`config.mk`:
```
export PLATFORM = sky130hd
export DESIGN_NAME = regfile_param
export DESIGN_NICKNAME = d
export VERILOG_FILES = /design/src/rtl/regfile_pkg.sv /design/src/rtl/regfile_read_port.sv /design/src/rtl/regfile_param.sv
export SDC_FILE = /design/constraint.sdc
export NUM_CORES = 2
export LEC_CHECK = 0
export BUFFER_PORTS_ARGS = -buffer_cell sky130_fd_sc_hd__buf_2
export CORE_MARGIN = 5
export CORE_UTILIZATION = 40
export CTS_CLUSTER_DIAMETER = 150
export DETAILED_ROUTE_END_ITERATION = 12
export PLACE_DENSITY_LB_ADDON = 0.08
export SLEW_MARGIN = 25
export SYNTH_ARGS = -nofsm -noshare
export SYNTH_HDL_FRONTEND = slang
export SYNTH_SLANG_ARGS = --single-unit
```
`constraint.sdc`:
```
create_clock -name CLK -period 1.9 [get_ports CLK]
set_input_delay 0 -clock CLK [delete_from_list [all_inputs] [get_ports CLK]]
set_output_delay 0 -clock CLK [all_outputs]
set_load 0.02 [all_outputs]
```
`src/rtl/regfile_pkg.sv`:
```
// Shared types and constants for the parametrised register file.
// Contents:
//   clr_state_t - clear engine states (ST_IDLE, ST_CLEAR)
//   LCD_BYTE_W  - bits exported per entry on the LCD tap
//   ZERO_ADDR   - index of the hardwired zero register
package regfile_pkg;

  typedef enum logic {
    ST_IDLE,
    ST_CLEAR
  } clr_state_t;

  localparam int LCD_BYTE_W = 8;
  localparam int ZERO_ADDR  = 0;

endpackage

```
`src/rtl/regfile_read_port.sv`:
```
// One combinational read port of the register file.
// Ports:
//   mem     - full array contents (entry i at mem[i])
//   addr    - read address
//   byp_en  - a qualified write is in flight this cycle (bypass enabled)
//   wr_addr - address of that write
//   wr_data - data of that write
//   data    - read result; 0 for the zero register
// The bypass compare is always present; the top ties byp_en low when
// REGFILE_BYPASS_EN is not defined, so it folds away.
module regfile_read_port
  import regfile_pkg::*;
#(
  parameter int DATA_WIDTH = 32,
  parameter int ADDR_WIDTH = 5
) (
  input  logic [(2**ADDR_WIDTH)-1:0][DATA_WIDTH-1:0] mem,
  input  logic [ADDR_WIDTH-1:0]                      addr,
  input  logic                                       byp_en,
  input  logic [ADDR_WIDTH-1:0]                      wr_addr,
  input  logic [DATA_WIDTH-1:0]                      wr_data,
  output logic [DATA_WIDTH-1:0]                      data
);

  always_comb begin
    data = mem[addr];
    if (addr == ADDR_WIDTH'(ZERO_ADDR))
      data = '0;
    else if (byp_en && (addr == wr_addr))
      data = wr_data;
  end

endmodule

```
`src/rtl/regfile_param.sv`:
```
// Parametrised register file with zero register, hardware-loaded slot,
// sequential clear engine and debug/LCD taps.
// Ports:
//   CLK, RESET       - clock; synchronous active-high reset
//   WRITE/INADDRESS/IN - write port (ignored while BUSY or to entry 0)
//   OUTADDRESS/OUT   - NUM_READ packed read ports, port k at [k*W +: W]
//   HW_DATA/HW_VALID - zero-extended load into entry HW_REG_INDEX
//   CLEAR_REQ/BUSY   - start / status of the one-entry-per-cycle clear
//   DEBUG_ADDR/DEBUG_DATA - stored-value debug read (never bypassed)
//   DEBUG_DATA_LCD   - low byte of entries LCD_REGS-1..0, entry 0 in LSB
// Build option: define REGFILE_BYPASS_EN to forward a same-cycle write
// onto matching read ports.
module regfile_param
  import regfile_pkg::*;
#(
  parameter int DATA_WIDTH   = 32,
  parameter int ADDR_WIDTH   = 5,
  parameter int NUM_READ     = 2,
  parameter int HW_REG_INDEX = 31,
  parameter int HW_WIDTH     = 13,
  parameter int LCD_REGS     = 6
) (
  input  logic                           CLK,
  input  logic                           RESET,
  input  logic                           WRITE,
  input  logic [ADDR_WIDTH-1:0]          INADDRESS,
  input  logic [DATA_WIDTH-1:0]          IN,
  input  logic [NUM_READ*ADDR_WIDTH-1:0] OUTADDRESS,
  output logic [NUM_READ*DATA_WIDTH-1:0] OUT,
  input  logic [HW_WIDTH-1:0]            HW_DATA,
  input  logic                           HW_VALID,
  input  logic                           CLEAR_REQ,
  output logic                           BUSY,
  input  logic [ADDR_WIDTH-1:0]          DEBUG_ADDR,
  output logic [DATA_WIDTH-1:0]          DEBUG_DATA,
  output logic [LCD_BYTE_W*LCD_REGS-1:0] DEBUG_DATA_LCD
);

  localparam int DEPTH = 2**ADDR_WIDTH;

  logic [DEPTH-1:0][DATA_WIDTH-1:0] mem;
  clr_state_t                       state, state_nx;
  logic [ADDR_WIDTH-1:0]            ptr, ptr_nx;
  logic                             busy, wr_ok, byp_en;
  logic [DATA_WIDTH-1:0]            hw_ext;

  assign busy   = (state == ST_CLEAR);
  assign BUSY   = busy;
  assign wr_ok  = WRITE && !busy && (INADDRESS != ADDR_WIDTH'(ZERO_ADDR));
  assign hw_ext = DATA_WIDTH'(HW_DATA);

`ifdef REGFILE_BYPASS_EN
  assign byp_en = wr_ok;
`else
  assign byp_en = 1'b0;
`endif

  // Clear FSM: walk the pointer over every entry, leave after the last.
  always_comb begin
    state_nx = state;
    ptr_nx   = ptr;
    case (state)
      ST_IDLE: begin
        if (CLEAR_REQ) begin
          state_nx = ST_CLEAR;
          ptr_nx   = '0;
        end
      end
      ST_CLEAR: begin
        ptr_nx = ptr + 1'b1;  // wraps to 0 on the final entry
        if (ptr == ADDR_WIDTH'(DEPTH-1))
          state_nx = ST_IDLE;
      end
      default: begin
        state_nx = ST_IDLE;
        ptr_nx   = '0;
      end
    endcase
  end

  // Entry 0 is never written after reset, so it stays zero in storage too.
  // Per-entry priority: clear > software write > hardware load.
  always_ff @(posedge CLK) begin
    if (RESET) begin
      mem   <= '0;
      state <= ST_IDLE;
      ptr   <= '0;
    end else begin
      state <= state_nx;
      ptr   <= ptr_nx;
      for (int i = 1; i < DEPTH; i++) begin
        if (busy && (ptr == ADDR_WIDTH'(i)))
          mem[i] <= '0;
        else if (wr_ok && (INADDRESS == ADDR_WIDTH'(i)))
          mem[i] <= IN;
        else if (HW_VALID && (i == HW_REG_INDEX))
          mem[i] <= hw_ext;
      end
    end
  end

  genvar k;
  generate
    for (k = 0; k < NUM_READ; k++) begin : g_rp
      regfile_read_port #(
        .DATA_WIDTH(DATA_WIDTH),
        .ADDR_WIDTH(ADDR_WIDTH)
      ) u_rp (
        .mem    (mem),
        .addr   (OUTADDRESS[k*ADDR_WIDTH +: ADDR_WIDTH]),
        .byp_en (byp_en),
        .wr_addr(INADDRESS),
        .wr_data(IN),
        .data   (OUT[k*DATA_WIDTH +: DATA_WIDTH])
      );
    end
    for (k = 0; k < LCD_REGS; k++) begin : g_lcd
      assign DEBUG_DATA_LCD[k*LCD_BYTE_W +: LCD_BYTE_W] = mem[k][LCD_BYTE_W-1:0];
    end
  endgenerate

  assign DEBUG_DATA = (DEBUG_ADDR == ADDR_WIDTH'(ZERO_ADDR)) ? '0 : mem[DEBUG_ADDR];

endmodule

```
==> results.py <==
metrics = {
    "power_and_ir_drop": {
        "comb_power_share": 0.169,
        "swShare": 0.294,
        "p_seq_frac": 0.390,
        "clkPwrFrac": 0.441,
        "intPower_uw": 38400,
        "vdd.ir_drop.worst_mv": 0.734,
        "finalPower_uw": 54400,
        "p_leak_uw": 0.0293,
        "pwr_density_cell_nw_per_um2": 662,
        "switchingPower_uw": 16000,
    },
    "synth": {
        "yosysTopAreaCell": "dfxtp_1",
        "yosys_register_bits": 998,
        "yosysSeqAreaShare": 0.334,
        "synth_cells": 6693,
        "synth.avg_cell_area_um2": 8.95,
        "async_flop_share": 0,
        "synthTopCellsByCount": "2,094 x nand2_1, 1,043 x a21oi_1, 998 x dfxtp_1",
        "synth_area_um2": 59900,
        "synth_area_leaders": "dfxtp_1 33%, mux4_2 21%, nand2_1 13%",
        "ys_warn_count": 0,
        "synth_edf_count": 0,
        "yosysMostFrequentCell": "nand2_1",
        "synth_cell_types": 57,
        "synthFlopType": "dfxtp_1",
        "synth_top_area_share": 0.334,
    },
    "timing": {
        "rsz0062_at_grt": "true",
        "fin_crit_sh": 1.38,
        "post-route-min-period_ns": 2.63,
        "hold_viol_final": 0,
        "worst_pin_slew_ns": 0.925,
        "setup_viol": 153,
        "slew_headroom": 0.384,
        "clock_skew_ns": 0.0328,
        "fmax_mhz": 380,
        "fin_ws_ns": -0.730,
        "slew_violations": 0,
    },
    "place": {
        "routabilityCongestion": 0.997,
        "port-buffer-count": 206,
        "hpwl_um": 240000,
    },
    "layout": {
        "final_util": 0.549,
        "final_nets": 7479,
        "syn2layout_area_growth_pct": 37.0,
        "drive_gt1_frac": 0.413,
    },
    "cts": {
        "clockRootBuffer": "clkbuf_16",
        "cts_buffers": 116,
        "clk_pin_slew_ns": 0.06,
        "insertion_delay_ns": 0.78,
        "htreeDepth": 3,
        "clockBufferDepth": 3,
        "cts_tree": "built",
        "clkSinkCount": 998,
    },
    "job": {
        "maxCapViolations": 0,
    },
    "die": {
        "dieArea_um2": 158000,
        "fp.dieW_um": 397,
        "coreArea_um2": 149000,
        "initial_core_util": 0.401,
        "io_pins": 215,
        "dieHeight_um": 397,
        "rows": 142,
    },
    "detailed_routing": {
        "vias_per_cell": 6.61,
        "num_vias": 63007,
        "drt_wl_total_um": 357000,
        "drtIter0Drc": 9418,
        "ant_nets": 0,
        "drtPass1Iterations": 8,
        "route.detailed.drc": 0,
        "wire_per_inst_um": 37.4,
    },
    "worst_hold_path": {
        "holdPathEnd": "mem[530]",
        "holdPathStages": 7,
        "hp-start": "WRITE",
        "hp-class": "in2reg",
    },
    "setup_path": {
        "arrival_ns": 2.63,
        "critical_path_required_ns": 1.90,
        "critical_path.startpoint_type": "flop",
        "end_kind": "output pin",
        "worst_r2r_endpoint": "mem[504]",
        "rrSetupSlack_ns": -0.10,
        "rr_worst_depth": 9,
        "crit_fanout": 2,
        "regToRegStartpoint": "BUSY",
        "criticalPathCategory": "reg2out",
    },
    "global_route": {
        "grt_antenna_before_repair": 20,
        "grtUsageTotal": 0.432,
        "grt_max_degree": 39,
        "grt_pass1_vias": 59257,
        "grt-ovfl-total": 0,
        "grt_first_pass_wirelength_um": 479000,
    },
    "status": {
        "status": "complete, but fails checks",
        "violations": "negative setup slack",
    },
}
-- how the worst max path moves through the flow --
stage	from	to	slack [ns]
after floorplan	BUSY	DEBUG_DATA_LCD[17]	0.10
final	mem[493]	OUT[45]	-0.73
after global routing	mem[493]	OUT[45]	-0.73
after global placement	OUTADDRESS[6]	OUT[55]	-0.62
after CTS	mem[493]	OUT[45]	-0.73
after detailed placement	OUTADDRESS[5]	OUT[49]	-0.61
-- metrics by stage --
stage	worst slack (ns)	setup TNS [ns]	instance area, um^2	cells	hold WS, ns
4_1_cts	-0.727	-45.45	80400	9486	0.0534
5_1_grt	-0.726	-51.13	82100	9518	0.104
2_1_floorplan	0.103	0	59900	6700	0.133
6_report	-0.730	-45.50	82100	9529	0.103
3_5_place_dp	-0.609	-61.53	71800	9174	0.298
3_3_place_gp	-0.622	-38.61	71800	9174	0.315
-- registers in the layout, indices dropped and copies added, names as in the netlist --
register / cells
mem: 952
ptr: 5
BUSY: 1
DEBUG_DATA_LCD: 40
-- layer usage --
| metal | track usage | routed length, um | vias up | share of wire |
|---|---|---|---|---|
| met5 | 0.0163 | 367 | - | 0.0010 |
| met4 | 0.246 | 26200 | 6 | 0.074 |
| met3 | 0.151 | 51100 | 1282 | 0.14 |
| met2 | 0.631 | 149000 | 5172 | 0.42 |
| met1 | 0.555 | 130000 | 31098 | 0.36 |
| li1 | - | - | 25449 | - |
-- cell families (layout without fill, tap and decap cells) --
group / Yosys count / after routing / synth area share
fa+ha+maj: 6 / 6 / 0.00125
simple gates: 2337 / 2337 / 0.152
mux: 1090 / 1090 / 0.308
buf+inv: 767 / 1568 / 0.0617
other cells: 1 / 20 / 0.0000626
compound gates: 1494 / 1494 / 0.144
flops: 998 / 998 / 0.334
-- power groups by stage --
stage	registers [uW]	clock network, uW	logic, uW
4_1_cts	21200	24000	8680
2_1_floorplan	21600	0	3500
6_report	21200	24000	9220
3_5_place_dp	21700	0	7890
3_3_place_gp	21700	0	7870
5_1_grt	21200	24700	9210
-- worst max-delay path, cell delays in order (launching register included) --
cell and delay, ns:
dfxtp_2 0.32, buf_6 0.10, mux4_2 0.46, mux2_4 0.30, nand2_2 0.07, nand4_1 0.32, buf_4 0.30
-- layout by cell type (no fill, tap or decap), drive strengths merged, types with 29 or more instances in the layout --
master | netlist | layout
nand2 | 2095 | 2095
inv | 37 | 41
buf | 287 | 1243
dlygate4sd3 | 0 | 62
clkbuf | 443 | 188
o22ai | 73 | 73
mux2 | 178 | 178
a211oi | 31 | 31
a21oi | 1043 | 1043
a22oi | 49 | 49
mux2i | 331 | 331
o21bai | 29 | 29
o21ai | 55 | 55
mux4 | 581 | 581
dfxtp | 998 | 998
nor2 | 113 | 113
a221oi | 123 | 123
-- area by class of cell --
type	count	area (um^2)
multi-input combinational	4935	40500
clock inverter	38	452
fill	13256	67300
inverter	37	141
tap	2016	2520
clock buffer	178	3510
timing repair buffer	1315	14400
sequential	998	20500
antenna	12	30.0
-- repair_timing --
item                                    CTS  global route
setup endpoints to repair               750           261
cloned                                    3            11
hold buffers                             62             0
setup buffers                            68            27
resized for setup                      1004           345
pin swaps                               153           118
endpoints found under the hold margin   988             0
(Power assumes the default switching activity.)
